File: src/rtl/sc_rng_pkg.sv
// Shared types and helpers for the random-number scheduler.
// State encoding, requester count and stir counter sizing.
package sc_rng_pkg;

  typedef enum logic [2:0] {
    IDLE,
    SEED,
    STIR,
    CAPTURE,
    WAITREG,
    DELIVER
  } state_t;

  localparam int NUM_REQ = 2;

  function automatic int stirWidth(input int cycles);
    return (cycles < 1) ? 1 : $clog2(cycles + 1);
  endfunction

endpackage

File: src/rtl/sc_rng_rr_arbiter2.sv
// Two-way round-robin pick with a registered priority pointer.
// The pointer moves past the requester that just finished.
module sc_rng_rr_arbiter2
  import sc_rng_pkg::*;
(
  input  logic               clk,
  input  logic               rst_n,
  input  logic [NUM_REQ-1:0] req,
  input  logic               done,
  input  logic               doneIdx,
  output logic [NUM_REQ-1:0] pick
);

  logic ptr;

  always_comb begin
    pick = '0;
    if (ptr) begin
      if (req[1])      pick = 2'b10;
      else if (req[0]) pick = 2'b01;
    end else begin
      if (req[0])      pick = 2'b01;
      else if (req[1]) pick = 2'b10;
    end
  end

  always_ff @(posedge clk or negedge rst_n) begin
    if (!rst_n)    ptr <= 1'b0;
    else if (done) ptr <= ~doneIdx;
  end

endmodule

File: src/rtl/sc_rng_scheduler.sv
// Arbitrates two requesters onto the LFSR/output-register datapath,
// serialising seed loads and enforcing stir time between captures.
module sc_rng_scheduler
  import sc_rng_pkg::*;
#(
  parameter int DATAWIDTH   = 8,
  parameter int STIR_CYCLES = 8
) (
  input  logic                 SC_RNGSCHED_CLOCK_50,
  input  logic                 SC_RNGSCHED_RESET_InLow,
  input  logic                 SC_RNGSCHED_seedreq_InLow,
  input  logic [NUM_REQ-1:0]   SC_RNGSCHED_req_InBUS,
  input  logic [DATAWIDTH-1:0] SC_RNGSCHED_data_InBUS,
  output logic                 SC_RNGSCHED_loadseed_OutLow,
  output logic                 SC_RNGSCHED_loadrand_OutLow,
  output logic [NUM_REQ-1:0]   SC_RNGSCHED_grant_OutBUS,
  output logic                 SC_RNGSCHED_valid_OutHigh,
  output logic [DATAWIDTH-1:0] SC_RNGSCHED_data_OutBUS,
  output logic                 SC_RNGSCHED_busy_OutHigh
);

  localparam int CW = stirWidth(STIR_CYCLES);
  localparam logic [CW-1:0] STIR_MAX = CW'(STIR_CYCLES);

  logic clk;
  logic rst_n;
  logic [NUM_REQ-1:0] req;

  assign clk   = SC_RNGSCHED_CLOCK_50;
  assign rst_n = SC_RNGSCHED_RESET_InLow;
  assign req   = SC_RNGSCHED_req_InBUS;

  state_t state;
  state_t stateNext;

  logic               seedPrev;
  logic               seedPending;
  logic               seedFall;
  logic [CW-1:0]      stirCnt;
  logic [NUM_REQ-1:0] grantQ;
  logic [NUM_REQ-1:0] pick;
  logic [DATAWIDTH-1:0] dataQ;
  logic               reqGranted;
  logic               done;

  assign seedFall   = seedPrev & ~SC_RNGSCHED_seedreq_InLow;
  assign reqGranted = |(req & grantQ);
  assign done       = (state == DELIVER) && !reqGranted;

  sc_rng_rr_arbiter2 uArb (
    .clk     (clk),
    .rst_n   (rst_n),
    .req     (req),
    .done    (done),
    .doneIdx (grantQ[1]),
    .pick    (pick)
  );

  always_comb begin
    stateNext = state;
    unique case (state)
      IDLE: begin
        if (seedPending)  stateNext = SEED;
        else if (|req)    stateNext = STIR;
      end
      SEED:    stateNext = IDLE;
      STIR: begin
        if (stirCnt == STIR_MAX) stateNext = CAPTURE;
      end
      CAPTURE: stateNext = WAITREG;
      WAITREG: stateNext = DELIVER;
      DELIVER: begin
        if (!reqGranted) stateNext = IDLE;
      end
      default: stateNext = IDLE;
    endcase
  end

  always_ff @(posedge clk or negedge rst_n) begin
    if (!rst_n) begin
      state       <= IDLE;
      seedPrev    <= 1'b1;
      seedPending <= 1'b0;
      stirCnt     <= '0;
      grantQ      <= '0;
      dataQ       <= '0;
    end else begin
      state       <= stateNext;
      seedPrev    <= SC_RNGSCHED_seedreq_InLow;
      seedPending <= (seedPending & (state != SEED)) | seedFall;
      // Stir time restarts whenever the generator is reseeded or sampled
      if (state == SEED || state == CAPTURE) stirCnt <= '0;
      else if (stirCnt != STIR_MAX)          stirCnt <= stirCnt + CW'(1);
      if (state == IDLE && stateNext == STIR) grantQ <= pick;
      else if (done)                          grantQ <= '0;
      if (state == WAITREG) dataQ <= SC_RNGSCHED_data_InBUS;
    end
  end

  assign SC_RNGSCHED_loadseed_OutLow = (state != SEED);
  assign SC_RNGSCHED_loadrand_OutLow = (state != CAPTURE);
  assign SC_RNGSCHED_grant_OutBUS    = grantQ;
  assign SC_RNGSCHED_valid_OutHigh   = (state == DELIVER) && reqGranted;
  assign SC_RNGSCHED_data_OutBUS     = dataQ;
  assign SC_RNGSCHED_busy_OutHigh    = (state != IDLE);

endmodule

File: config.mk
export PLATFORM = sky130hd
export DESIGN_NAME = sc_rng_scheduler
export DESIGN_NICKNAME = d
export VERILOG_FILES = /design/src/rtl/sc_rng_pkg.sv /design/src/rtl/sc_rng_rr_arbiter2.sv /design/src/rtl/sc_rng_scheduler.sv
export SDC_FILE = /design/constraint.sdc
export NUM_CORES = 1
export LEC_CHECK = 0
export ABC_AREA = 1
export CAP_MARGIN = 30
export CORE_MARGIN = 2
export CORE_UTILIZATION = 45
export CTS_CLUSTER_DIAMETER = 40
export DETAILED_ROUTE_END_ITERATION = 8
export HOLD_SLACK_MARGIN = 0.15
export PLACE_DENSITY = 0.8
export RECOVER_POWER = 25
export SKIP_LAST_GASP = 1
export SYNTH_ARGS = -nofsm -noshare
export SYNTH_HDL_FRONTEND = slang
export SYNTH_SLANG_ARGS = --single-unit
File: constraint.sdc
create_clock -name SC_RNGSCHED_CLOCK_50 -period 1.4 [get_ports SC_RNGSCHED_CLOCK_50]
set_clock_uncertainty 0.05 [all_clocks]
set_input_delay 0.28 -clock SC_RNGSCHED_CLOCK_50 [delete_from_list [all_inputs] [get_ports SC_RNGSCHED_CLOCK_50]]
set_output_delay 0.28 -clock SC_RNGSCHED_CLOCK_50 [all_outputs]
set_load 0.02 [all_outputs]
==> impl_metrics.toml, run 1 <==
[drt]
met2WireLength_um = 1170
met1_length_um = 922
ant_nets = 0
drt_iter0_markers = 19
wl_met3_um = 124
totalWireLength_um = 2210
viasPerCell = 4.86
wl_per_cell_um = 12.1
routed-via-count = 889
drcViolationCount = 0
drt_first_pass_iters = 4
dr.max_layer_used = "met3"

[placed_design]
pre_cts_slack_ns = -0.595
port-buffer-count = 26
dpl.hpwl_um = 1590
gp_congestion = 0.747

[worst_setup_path]
reg2reg_slack_ns = -0.02
crit_cells = 4
cp_max_fo = 4
cp_slowest_cell = "dfrtp_1"
worst_setup_path_end_kind = "primary output"
path_cells = "inv_2 > buf_4 > nand3_2 > buf_6"
path_buf_inv = 3
crit_arrival_ns = 1.15
crit_required_ns = 1.07
cp_top_family = "flip-flops"
cpPeakStageDelay_ns = 0.41
critical_path_class = "register to primary output"
worst_setup_path_start_kind = "register"
rr_worst_depth = 8

[hold_path]
min_delay_path_depth = 5
hold_class = "input pin to register"

[die]
core-area_um2 = 1920
die_w_um = 48.8
fp.dieH_um = 48.8
row_count = 16
floorplan.initialDensity_pct = 47.1
io_pins = 27
dieArea_um2 = 2380

[power]
peakVddDrop_mv = 1.26
power_uw = 3000
powerDensity_nw_per_um2 = 2190
p_leak_uw = 0.000743

[logic_synthesis]
synth_cell_types = 18
yosys-top-cells-area = "dfrtp_1, nand2_1, nand3_1"
synth_edf_count = 0
ys.flop_type = "dfrtp_1"
ys_async_sr_fraction_pct = 100
mappedNetlistNets = 125
yosysTopAreaCellShare_pct = 52.6
synthTopCellsByCount = "nand2_1, dfrtp_1, inv_1"
postSynthCellCount = 110
seq_area_frac_synth_pct = 55.5
ys_seq_elements = 20
netlist_area_um2 = 905
yosysTopAreaCell = "dfrtp_1"
synth.avg_cell_area_um2 = 8.22
yosysWarningCount = 0
synth_most_common_cell = "nand2_1"

[timing]
max-slew-margin-rel_pct = 66.7
setup_viol = 5
slew_violations = 0
max_freq_mhz = 677
fin_ws_ns = -0.0765
hold_viol = 0
rsz0062_at_grt = "yes"
fin_crit_ns = 1.48
period_share_pct = 105
worstMarginPinSlew_ns = 0.500
holdWs_ns = 0.382

[cells_and_area]
fillers = 153
multiInputGateArea_um2 = 375
nets = 172
area_growth_pct = 51.5
final_layout_size_suffix_gt1_share_pct = 26.3
seqCellArea_um2 = 503
n_antenna_cell = 0

[global_route]
grt_overflow_total = 0
grt_max_degree = 21
antenna_found_initial = 0
grt_usage_pct = 19.6
grt_pass1_vias = 905
grt_pass1_wl_um = 3720

[status]
status = "complete, but fails checks"
violations = "setup timing"

[clocking]
cts_root_buf = "clkbuf_4"
cts_buffer_depth = 2
cts_sinks = 20
insertion_delay_ns = 0.29
cts_buffers = 3
postCtsHoldBufs = 0
clkTransAtPathRegs_ns = 0.11
htree_levels = 1
cts_tree = "built"

[flow_run]
maxCapViolations = 0
[registers in the layout, indices dropped and copies added, names as in the netlist]
register	count
stirCnt	4
uArb.ptr	1
SC_RNGSCHED_data_OutBUS	8
seedPending	1
SC_RNGSCHED_grant_OutBUS	2
state	3
seedPrev	1
[through the flow]
stage               instance area (um^2)  instances  setup TNS, ns  util, %
floorplan                            905        110              0        -
global placement                    1270        173          -1.11     66.3
detailed placement                  1270        173          -1.33     66.3
CTS                                 1310        180         -0.328     68.0
global route                        1370        183         -0.651     71.3
finish                              1370        183         -0.251     71.3
[worst register-to-register path, cell delays in order (launching register included)]
cell and delay (ns):
dfrtp_1 0.38, inv_2 0.07, buf_4 0.13, buf_4 0.12
nand2_1 0.09, nor2_4 0.06, buf_4 0.13, nor2_1 0.18
nand3_1 0.09
[layer usage]
metal  track usage, %  vias up
li1                 -      434
met1             23.9      429
met2             37.2       26
met3             3.99        0
met4             1.43        0
met5                0        -
[report_power, final]
part           leakage [uW]  switching, uW  internal, uW
Sequential         0.000247            182           850
Clock             0.0000150            167           111
Combinational      0.000481            938           757
[area by class of cell]
cell class / instances / share of cell area, %
Inverter: 14 / 3.84
Tap cell: 27 / 2.47
Timing Repair Buffer: 43 / 27.7
Multi-Input combinational cell: 75 / 27.4
Sequential cell: 20 / 36.7
Clock buffer: 4 / 1.92
[layout by cell type (no fill, tap or decap), types with 3 or more instances in the layout]
master           netlist  layout
nand2_1               45      44
dfrtp_1               19      18
buf_4                  1      15
inv_1                 12      10
clkdlybuf4s50_1        0       8
dlygate4sd2_1          0       8
nand3_1                9       6
buf_6                  0       5
inv_2                  2       4
a21oi_1                4       4
nor2_4                 1       3
nand3_2                0       3
nor2_1                 5       3
clkbuf_4               0       3
[logic make-up (layout without fill, tap and decap cells)]
family	Yosys count	after routing	share of synthesized area, %
fa+ha+maj	2	2	2.77
flops	20	20	55.5
xor+xnor	1	1	0.968
simple gates	66	66	30.8
buf+inv	15	61	6.64
compound gates	6	6	3.32
[timing repair]
action,in CTS,in global routing
pin swaps,1,4
setup buffers,3,3
endpoints found under the setup margin,14,16
resized for setup,41,13
[final timing paths]
kind | startpoint | end
max reg2reg | state[1] | state[0]
min reg2reg | SC_RNGSCHED_data_OutBUS[4] | SC_RNGSCHED_data_OutBUS[4]
min | SC_RNGSCHED_req_InBUS[0] | SC_RNGSCHED_grant_OutBUS[0]
max in group asynchronous | SC_RNGSCHED_RESET_InLow | state[0]
max | state[1] | SC_RNGSCHED_loadseed_OutLow
min in group asynchronous | SC_RNGSCHED_RESET_InLow | stirCnt[3]
(Power assumes the default switching activity.)
==> inputs of run 2 (changes only) <==
--- a/config.mk
+++ b/config.mk
@@ -7,10 +7,12 @@
 export LEC_CHECK = 0
 export ABC_AREA = 1
 export CAP_MARGIN = 30
+export CORE_ASPECT_RATIO = 0.8
 export CORE_MARGIN = 2
 export CORE_UTILIZATION = 45
 export CTS_CLUSTER_DIAMETER = 40
 export DETAILED_ROUTE_END_ITERATION = 8
+export GPL_ROUTABILITY_DRIVEN = 1
 export HOLD_SLACK_MARGIN = 0.15
 export PLACE_DENSITY = 0.8
 export RECOVER_POWER = 25
==> run 2 against run 1 <==
The run still ends with setup timing left. Count of clock-buffer cells in the layout did not move. Cell area rose by 4.9%. Worst setup slack got worse by 0.093 ns. Worst hold slack got worse by 0.019 ns. Final cell count did not move. Flip-flop and latch count did not move. Global-route usage rose by 0.43 points. Via count rose by 0.90%. Critical path depth rose by 1. Non-clock buffer count rose by 3. Clock power rose by 22%. Die area barely moved. Critical path type unchanged. Critical endpoint is now SC_RNGSCHED_valid_OutHigh. Largest cell class unchanged.
==> impl_metrics.toml, run 2 (synthesized netlist as in run 1, its figures left out) <==
[clocking]
cts_sinks = 20
cts_buffers = 3
insertion_delay_ns = 0.31
clkTransAtPathRegs_ns = 0.11
cts_root_buf = "clkbuf_4"
cts_tree = "built"
cts_buffer_depth = 2
htree_levels = 1

[worst_setup_path]
crit_required_ns = 1.07
rr_worst_depth = 7
crit_arrival_ns = 1.24
rr_startpoint = "state[2]"
critical_path_class = "register to primary output"
cpPeakStageDelay_ns = 0.41
worst_setup_path_start_kind = "register"
cp_max_fo = 3
path_cells = "inv_2 > buf_4 > nand3_4 > nor2_4 > buf_6"
worstReg2RegEnd = "state[0]"
reg2reg_slack_ns = -0.01
cp_slowest_cell = "dfrtp_1"
worst_setup_path_end_kind = "primary output"

[die]
row_count = 14
dieArea_um2 = 2390
core-area_um2 = 1890
fp.dieH_um = 44.1
die_w_um = 54.1
io_pins = 27
floorplan.initialDensity_pct = 47.8

[timing]
setup_viol = 5
max_freq_mhz = 637
rsz0062_at_grt = "yes"
max-slew-margin-rel_pct = 67.9
slew_violations = 0
period_share_pct = 112
worstMarginPinSlew_ns = 0.481
fin_ws_ns = -0.170
hold_viol = 0
setup_tns_ns = -0.437
fin_crit_ns = 1.57

[cells_and_area]
nets = 175
final_layout_size_suffix_gt1_share_pct = 31.4
final_cell_mix = "nand2_1, dfrtp_1, buf_4, inv_1"
finish.utilization_pct = 76.0
area_growth_pct = 58.9
layout_commonest_cell = "nand2_1"
n_antenna_cell = 0
final_cell_area_um2 = 1440
largest_reg_flops = 8

[hold_path]
hp-start = "SC_RNGSCHED_req_InBUS[1]"
whs_endpoint = "SC_RNGSCHED_grant_OutBUS[0]"
hold_class = "input pin to register"
min_delay_path_depth = 5

[power]
p_comb_share_pct = 57.5
powerDensity_nw_per_um2 = 2260
peakVddDrop_mv = 1.66
seqPwrFrac_pct = 32.0
p_clk_share_pct = 10.5
swShare_pct = 43.3
p_int_uw = 1840
p_leak_uw = 0.000770
power.switching_uw = 1410

[status]
status = "complete, but fails checks"
violations = "setup timing"

[drt]
routed-via-count = 897
ant_nets = 0
drt_iter0_markers = 29
drt_first_pass_iters = 4
viasPerCell = 4.90
wl_per_cell_um = 13.3
drcViolationCount = 0
totalWireLength_um = 2430

[global_route]
antenna_found_initial = 0
grt_max_degree = 21
grt_pass1_wl_um = 3440
grt_usage_pct = 20.1
grt_pass1_vias = 791
grt_overflow_total = 0

[flow_run]
maxCapViolations = 0

[placed_design]
port-buffer-count = 26
dpl.hpwl_um = 1530
dpl_cell_area_um2 = 1280
gp_congestion = 0.855
==> run 2: cell types whose count changed in the layout (fill, tap and decap cells not counted), moves of 2 or more <==
| cell | delta |
|---|---|
| buf_6 | +3 |
| nand2_1 | -4 |
| nand2_2 | +3 |
| nand3_2 | -2 |
| nand3_4 | +2 |
==> run 2: how the worst max path moves through the flow <==
| stage | start | endpoint | slack (ns) |
|---|---|---|---|
| 2_1_floorplan | SC_RNGSCHED_grant_OutBUS[0] | SC_RNGSCHED_valid_OutHigh | 0.15 |
| 3_3_place_gp | SC_RNGSCHED_req_InBUS[1] | SC_RNGSCHED_valid_OutHigh | -0.55 |
| 3_5_place_dp | SC_RNGSCHED_req_InBUS[0] | SC_RNGSCHED_valid_OutHigh | -0.58 |
| 4_1_cts | state[1] | SC_RNGSCHED_busy_OutHigh | -0.18 |
| 5_1_grt | state[1] | SC_RNGSCHED_busy_OutHigh | -0.23 |
| 6_report | state[1] | SC_RNGSCHED_valid_OutHigh | -0.17 |
==> run 2: what timing repair did <==
| item | 4_1_cts | 5_1_grt |
|---|---|---|
| cloned | 0 | 0 |
| gates resized for setup | 47 | 20 |
| pin swaps | 1 | 4 |
| hold buffers | 0 | 0 |
| setup buffers | 3 | 5 |
| setup endpoints to repair | 14 | 11 |
| hold endpoints to repair | 0 | 0 |
==> run 2: final cells by class <==
class	count	area [um^2]
clock buffer	4	36.3
multi-input combinational	75	405
inverter	14	55.1
tap	24	30.0
sequential	20	502
timing repair buffer	46	409
fill	133	454
==> run 2: critical path, delay by kind of cell, from the launching register on <==
family	cells	cell delay (ns)
flops	1	0.41
buf+inv	3	0.35
simple gates	2	0.17
==> run 2: power groups by stage <==
| stage | logic [uW] | registers (uW) | clock network, uW |
|---|---|---|---|
| global route | 2040 | 1060 | 367 |
| CTS | 1640 | 1010 | 341 |
| global placement | 1530 | 1020 | 0 |
| finish | 1860 | 1040 | 340 |
| floorplan | 682 | 1190 | 0 |
| detailed placement | 1580 | 1030 | 0 |
==> run 2: stage by stage <==
stage | total power [uW] | instances | worst slack, ns | hold WS (ns)
2_1_floorplan | 1870 | 110 | 0.146 | -0.0656
3_3_place_gp | 2540 | 171 | -0.549 | 0.403
3_5_place_dp | 2610 | 171 | -0.582 | 0.415
4_1_cts | 2990 | 178 | -0.175 | 0.248
5_1_grt | 3470 | 183 | -0.233 | 0.406
6_report | 3240 | 183 | -0.170 | 0.363
==> run 2: layer usage <==
| metal | routed length [um] | track usage [%] | share of wire [%] |
|---|---|---|---|
| met5 | 0 | 0 | 0 |
| met4 | 34 | 3.00 | 1.4 |
| met3 | 167 | 5.07 | 6.9 |
| met2 | 1260 | 35.2 | 52 |
| met1 | 961 | 25.4 | 40 |
